===== src/rtl/std_sram_sp_arbiter.sv =====
// Two-requester round-robin arbiter sequencing one combinational-read / synchronous-write SRAM port.
// Define STD_SRAM_ARB_INIT_CLEAR_EN to zero the whole SRAM after reset before any request is served.
module std_sram_sp_arbiter #(
    parameter int ADDR_WIDTH = 1,
    parameter int DATA_WIDTH = 1
) (
    input  logic                  clk,
    input  logic                  resetn,
    input  logic                  req0_valid,
    output logic                  req0_ready,
    input  logic [ADDR_WIDTH-1:0] req0_addr,
    input  logic                  req0_we,
    input  logic [DATA_WIDTH-1:0] req0_din,
    output logic                  resp0_valid,
    output logic [DATA_WIDTH-1:0] resp0_dout,
    input  logic                  req1_valid,
    output logic                  req1_ready,
    input  logic [ADDR_WIDTH-1:0] req1_addr,
    input  logic                  req1_we,
    input  logic [DATA_WIDTH-1:0] req1_din,
    output logic                  resp1_valid,
    output logic [DATA_WIDTH-1:0] resp1_dout,
    output logic                  sram_en,
    output logic [ADDR_WIDTH-1:0] sram_addr,
    output logic [DATA_WIDTH-1:0] sram_din,
    output logic                  sram_we,
    input  logic [DATA_WIDTH-1:0] sram_dout,
    output logic                  init_done,
    output logic [1:0]            dbg_state
);

    // Handshake: a request transfers on a cycle where reqN_valid && reqN_ready.
    // Ready is a combinational function of both valids, the state and last_grant;
    // valid never depends on ready, and a requester holds addr/we/din stable until accepted.

    typedef enum logic {ST_INIT = 1'b0, ST_RUN = 1'b1} state_t;

    state_t state;
    logic   last_grant;
    logic   run;
    logic   grant0;
    logic   grant1;

    assign run    = (state == ST_RUN);
    // last_grant==1 means port 1 went last, so port 0 wins the next contention.
    assign grant0 = run & req0_valid & (~req1_valid | last_grant);
    assign grant1 = run & req1_valid & (~req0_valid | ~last_grant);

    assign req0_ready = grant0;
    assign req1_ready = grant1;
    assign dbg_state  = {run, last_grant};

`ifdef STD_SRAM_ARB_INIT_CLEAR_EN
    logic [ADDR_WIDTH-1:0] init_addr;

    always_ff @(posedge clk or negedge resetn) begin
        if (!resetn) begin
            state     <= ST_INIT;
            init_addr <= '0;
            init_done <= 1'b0;
        end else if (state == ST_INIT) begin
            init_addr <= init_addr + 1'b1;
            if (init_addr == {ADDR_WIDTH{1'b1}}) begin
                state     <= ST_RUN;
                init_done <= 1'b1;
            end
        end
    end
`else
    assign state     = ST_RUN;
    assign init_done = 1'b1;
`endif

    always_comb begin
        sram_en   = 1'b0;
        sram_we   = 1'b0;
        sram_addr = '0;
        sram_din  = '0;
        if (grant0) begin
            sram_en   = 1'b1;
            sram_we   = req0_we;
            sram_addr = req0_addr;
            sram_din  = req0_din;
        end else if (grant1) begin
            sram_en   = 1'b1;
            sram_we   = req1_we;
            sram_addr = req1_addr;
            sram_din  = req1_din;
        end
`ifdef STD_SRAM_ARB_INIT_CLEAR_EN
        if (!run) begin
            sram_en   = 1'b1;
            sram_we   = 1'b1;
            sram_addr = init_addr;
            sram_din  = '0;
        end
`endif
    end

    // Read data is captured at the grant edge; dout holds until that port's next read.
    always_ff @(posedge clk or negedge resetn) begin
        if (!resetn) begin
            resp0_valid <= 1'b0;
            resp1_valid <= 1'b0;
            resp0_dout  <= '0;
            resp1_dout  <= '0;
            last_grant  <= 1'b1;
        end else begin
            resp0_valid <= grant0 & ~req0_we;
            resp1_valid <= grant1 & ~req1_we;
            if (grant0 & ~req0_we)
                resp0_dout <= sram_dout;
            if (grant1 & ~req1_we)
                resp1_dout <= sram_dout;
            if (grant0)
                last_grant <= 1'b0;
            else if (grant1)
                last_grant <= 1'b1;
        end
    end

endmodule


===== config.mk =====
export PLATFORM = sky130hd
export DESIGN_NAME = std_sram_sp_arbiter
export DESIGN_NICKNAME = d
export VERILOG_FILES = /design/src/rtl/std_sram_sp_arbiter.sv
export SDC_FILE = /design/constraint.sdc
export NUM_CORES = 1
export LEC_CHECK = 0
export ABC_AREA = 1
export ABC_CLOCK_PERIOD_IN_PS = 1250
export BUFFER_PORTS_ARGS = -buffer_cell sky130_fd_sc_hd__buf_2
export CAP_MARGIN = 10
export CORE_AREA = 2 2 39 41
export CTS_CLUSTER_DIAMETER = 80
export CTS_CLUSTER_SIZE = 10
export DETAILED_ROUTE_END_ITERATION = 7
export DIE_AREA = 0 0 41 43
export PLACE_DENSITY = 0.61
export SYNTH_ARGS = -nofsm -noshare
export SYNTH_HDL_FRONTEND = slang
export SYNTH_SLANG_ARGS = --single-unit

===== constraint.sdc =====
create_clock -name clk -period 1.25 [get_ports clk]
set_input_delay 0.25 -clock clk [delete_from_list [all_inputs] [get_ports clk]]
set_output_delay 0.25 -clock clk [all_outputs]
set_load 0.1 [all_outputs]

Yosys cells after proc, flatten, opt, wreduce, memory -nomap -nowiden:

Cells that the tools add are included.
Widths: inputs -> output; s select.

* flip-flop bits (word level): 5
* input bits: 11
* output and inout bits: 13
* word-level logic and storage cells: 27

* muxes and demuxes: 10
* bitwise operators: 11
* reductions and logical operators: 1

Operators with widths (count)
* $mux 1: 10
* $not 1->1: 5
* $and 1x1->1: 4
* $or 1x1->1: 2
* $reduce_bool 2->1: 1

Logic depth before layout (Yosys ltp):

* word-level depth: 5
* mapped depth: 6
* gate-level depth less buffers: 6

Worst setup path before layout:

No wires, ideal clock.

* path type: reg2out
* start point: register last_grant
* end point: output port sram_addr
* arrival time: 1.827 ns
* required time: 1.000 ns
* setup slack: -0.827 ns
* stages on the path, launching flop included: 7
* path buffers: 0
* path through: dfstp_2 -> inv_1 -> nand2_2 -> nand2_2 -> inv_2 -> nand2_1 -> nand2_1

* elaborated cells on any way between the ends: 7
* those cells by class: mux (2); bitwise (5)

RTL lines
* start, declared: line 39 `logic last_grant;`
* start signal, assigned: line 107 `last_grant <= 1'b1;`
* start signal, assigned: line 116 `last_grant <= 1'b0;`
* start signal, assigned: line 118 `last_grant <= 1'b1;`
* $or 1x1->1: line 46 `assign grant0 = run & req0_valid & (~req1_valid | last_grant);`
* $and 1x1->1: line 46
* via req0_ready: line 10 `output logic req0_ready,`
* $mux 1: line 79 `if (grant0) begin`
* end, declared: line 24 `output logic [ADDR_WIDTH-1:0] sram_addr,`

The timed path passes the listed nets, and every way through them passes these cells.

Worst setup path after layout:

* start point: register last_grant
* end point: output port sram_we

* cells in the longest elaborated chain, start to end: 5
* elaborated cells on any way between the ends: 7
* those cells by class: mux (2); bitwise (5)

RTL lines
* $not 1->1: line 47 `assign grant1 = run & req1_valid & (~req0_valid | ~last_grant);`
* $or 1x1->1: line 47
* $and 1x1->1: line 47
* $mux 1: line 84 `end else if (grant1) begin`
* $mux 1 (*): line 79
* end, declared: line 26 `output logic sram_we,`

Every way passes the cells marked *; elsewhere a longest branch is shown, timed or not.

==> run metrics <==
total track usage=12.88%; core area=0.001384 mm2; maximum vdd ir drop=0.5638 mV; Clock Skews=0.005368 ns; gp weighted congestion=0.6328; run status=finished with violations; die height=43 um; WHS=0.2807 ns; Ant. Diodes=0; Final #Nets=83; drt pass-1 iters=4; hold depth=3; area grow syn2layout=183.7%; Startpoint Class=register; DR iter-0 viols=2; crit path max fanout=4; Die Area=0.001763 mm2; Setup Viol. Count Final=8; vias per inst=4.069; Num CTS Buffers=3; YS warnings=0; max_cap viols=0; failing checks=negative setup slack; drt drc=0; final core occ=58.23%; Cell Area, Synth=284.0 um2; Fmax=613.8 MHz; Hold Startpoint=sram_dout; vias in the first global route=353; Die Width=41 um; Fill cells=113; sequential fraction of the synthesis area=44.49%; hold endpoint=resp1_dout$_DFFE_PN0P_; synth unique cells=11; Hold Crit Class=input port to register; CTS clk-pin slew, worst paths=0.05 ns; crit share post-route=130.3%; reg-to-reg endpoint=resp0_dout$_DFFE_PN0P_; CTS sink count=5; layout cell share with drive strength beyond 1=71.83%; final worst path period need=1.629 ns; Routed WL per cell=9.943 um; P_leak=0.3948 nW; Hold Fails Final Rpt=0; R2R Setup Slk=-0.04 ns; dpl cells=78; Finished Layout Cells=87; sequential cell area=126.4 um2; Ports=24; register bit total from synthesis=5; drt total wl=865 um; first-pass GRT wire length=1469 um; via count=354; FF-to-FF path depth=8; commonest non-fill, non-tap cell in the layout=buf_12; CP endpoint kind=output port; row cnt=14; TritonCTS clock tree=built; most frequent cells in the layout=11 x buf_12, 10 x buf_2, 7 x nand2_8, 6 x nand2_2, 6 x buf_4; synthesized instance count=39; buffers added on ports=21; Detail Route Antenna Nets=0; RSZ-0062 raised after global routing=yes; CP Class=register to output port; clk_lat worst skew=0.25 ns; initial antenna violation count=0; CP Data Arrival Time=1.38 ns; max-slew violation count=0; Max clock buf depth=2; critical path required time=1.00 ns; post-DP HPWL=728.7 um; R2R Path Start=last_grant$_DFFE_PN1P_; P per Cell Area=1375 mW/mm2; H-tree lvl count=1; Initial Util=20.52%; Syn Area/Cell=7.283 um2; multi-input logic area=244.0 um2; largest net degree at the start of global routing=6; grt ovf=0; Root Driver=clkbuf_4; Setup WS post-layout=-0.3792 ns
report_power, final:
group	switching (W)	internal [W]
Clock	0.0000681	0.000121
Combinational	0.000458	0.000253
Sequential	0.0000217	0.000187
cells by family (layout without fill, tap and decap cells):
group	count (synthesis)	count (layout)	share of synthesized area (%)
AND/OR/NAND/NOR	22	22	35.24
other	1	2	1.320
buffers and inverters	10	41	17.18
flip-flops	5	5	44.50
AO/OA/AOI/OAI	1	1	1.760
synth_stat cells:
cell / count / share of area (%)
dfrtp_1: 4 / 35
conb_1: 1 / 1.3
inv_2: 2 / 2.6
nand3_1: 2 / 3.5
nand2_2: 4 / 8.8
nand4_1: 2 / 4.4
dfstp_2: 1 / 9.3
nand2_1: 14 / 19
inv_1: 5 / 6.6
buf_4: 3 / 7.9
o21ai_0: 1 / 1.8
layout make-up:
| class | instances | area share (%) |
|---|---|---|
| Tap cell | 16 | 2.484 |
| Timing Repair Buffer | 30 | 43.17 |
| Multi-Input combinational cell | 25 | 30.28 |
| Inverter | 7 | 5.124 |
| Sequential cell | 5 | 15.68 |
| Clock buffer | 4 | 3.261 |
worst max-delay path, stage by stage, from the launching register on:
cell	delay (ns)
dfstp_2	0.55
inv_2	0.05
nand2_4	0.08
nand2_8	0.07
inv_12	0.10
nand2_8	0.06
nand2_8	0.05
buf_12	0.16
timing repair:
item	in CTS	in global routing
endpoints found under the hold margin	4	0
resized for setup	1	3
setup buffers	2	2
pin swaps	8	2
endpoints found under the setup margin	7	8
hold buffers	1	0
worst max-delay path by stage:
| stage | from | cells after the start | end | slack, ns |
|---|---|---|---|---|
| global route | last_grant$_DFFE_PN1P_ | 7 | sram_we | -0.44 |
| detailed placement | last_grant$_DFFE_PN1P_ | 7 | sram_we | -0.16 |
| finish | last_grant$_DFFE_PN1P_ | 7 | sram_we | -0.38 |
| global placement | last_grant$_DFFE_PN1P_ | 7 | sram_we | -0.14 |
| floorplan | last_grant$_DFFE_PN1P_ | 6 | sram_addr | -0.14 |
| CTS | last_grant$_DFFE_PN1P_ | 7 | sram_we | -0.39 |
per-stage QoR:
step           setup TNS [ns]  power [W]  setup slack (ns)  instance area (um2)
4_1_cts                -2.035   0.001100           -0.3908                778.2
5_1_grt                -2.547   0.001154           -0.4381                805.8
3_3_place_gp          -0.4872  0.0008814           -0.1421                718.2
2_1_floorplan         -0.5521  0.0006485           -0.1394                420.4
6_report               -2.092   0.001108           -0.3792                805.8
3_5_place_dp          -0.5409  0.0008898           -0.1589                718.2
registers in the layout, summed over array words and instances (netlist names):
signal,flops
resp0_valid,1
resp1_valid,1
last_grant,1
resp0_dout,1
resp1_dout,1
metal layers:
metal / share of wire, % / vias up / global-route usage (%)
li1: - / 174 / -
met3: 8.9 / 2 / 2.094
met4: 2.4 / 0 / 10.00
met5: 0 / - / 0
met2: 56 / 21 / 20.63
met1: 33 / 157 / 13.92
No activity file was read; power rests on OpenSTA's default activity.
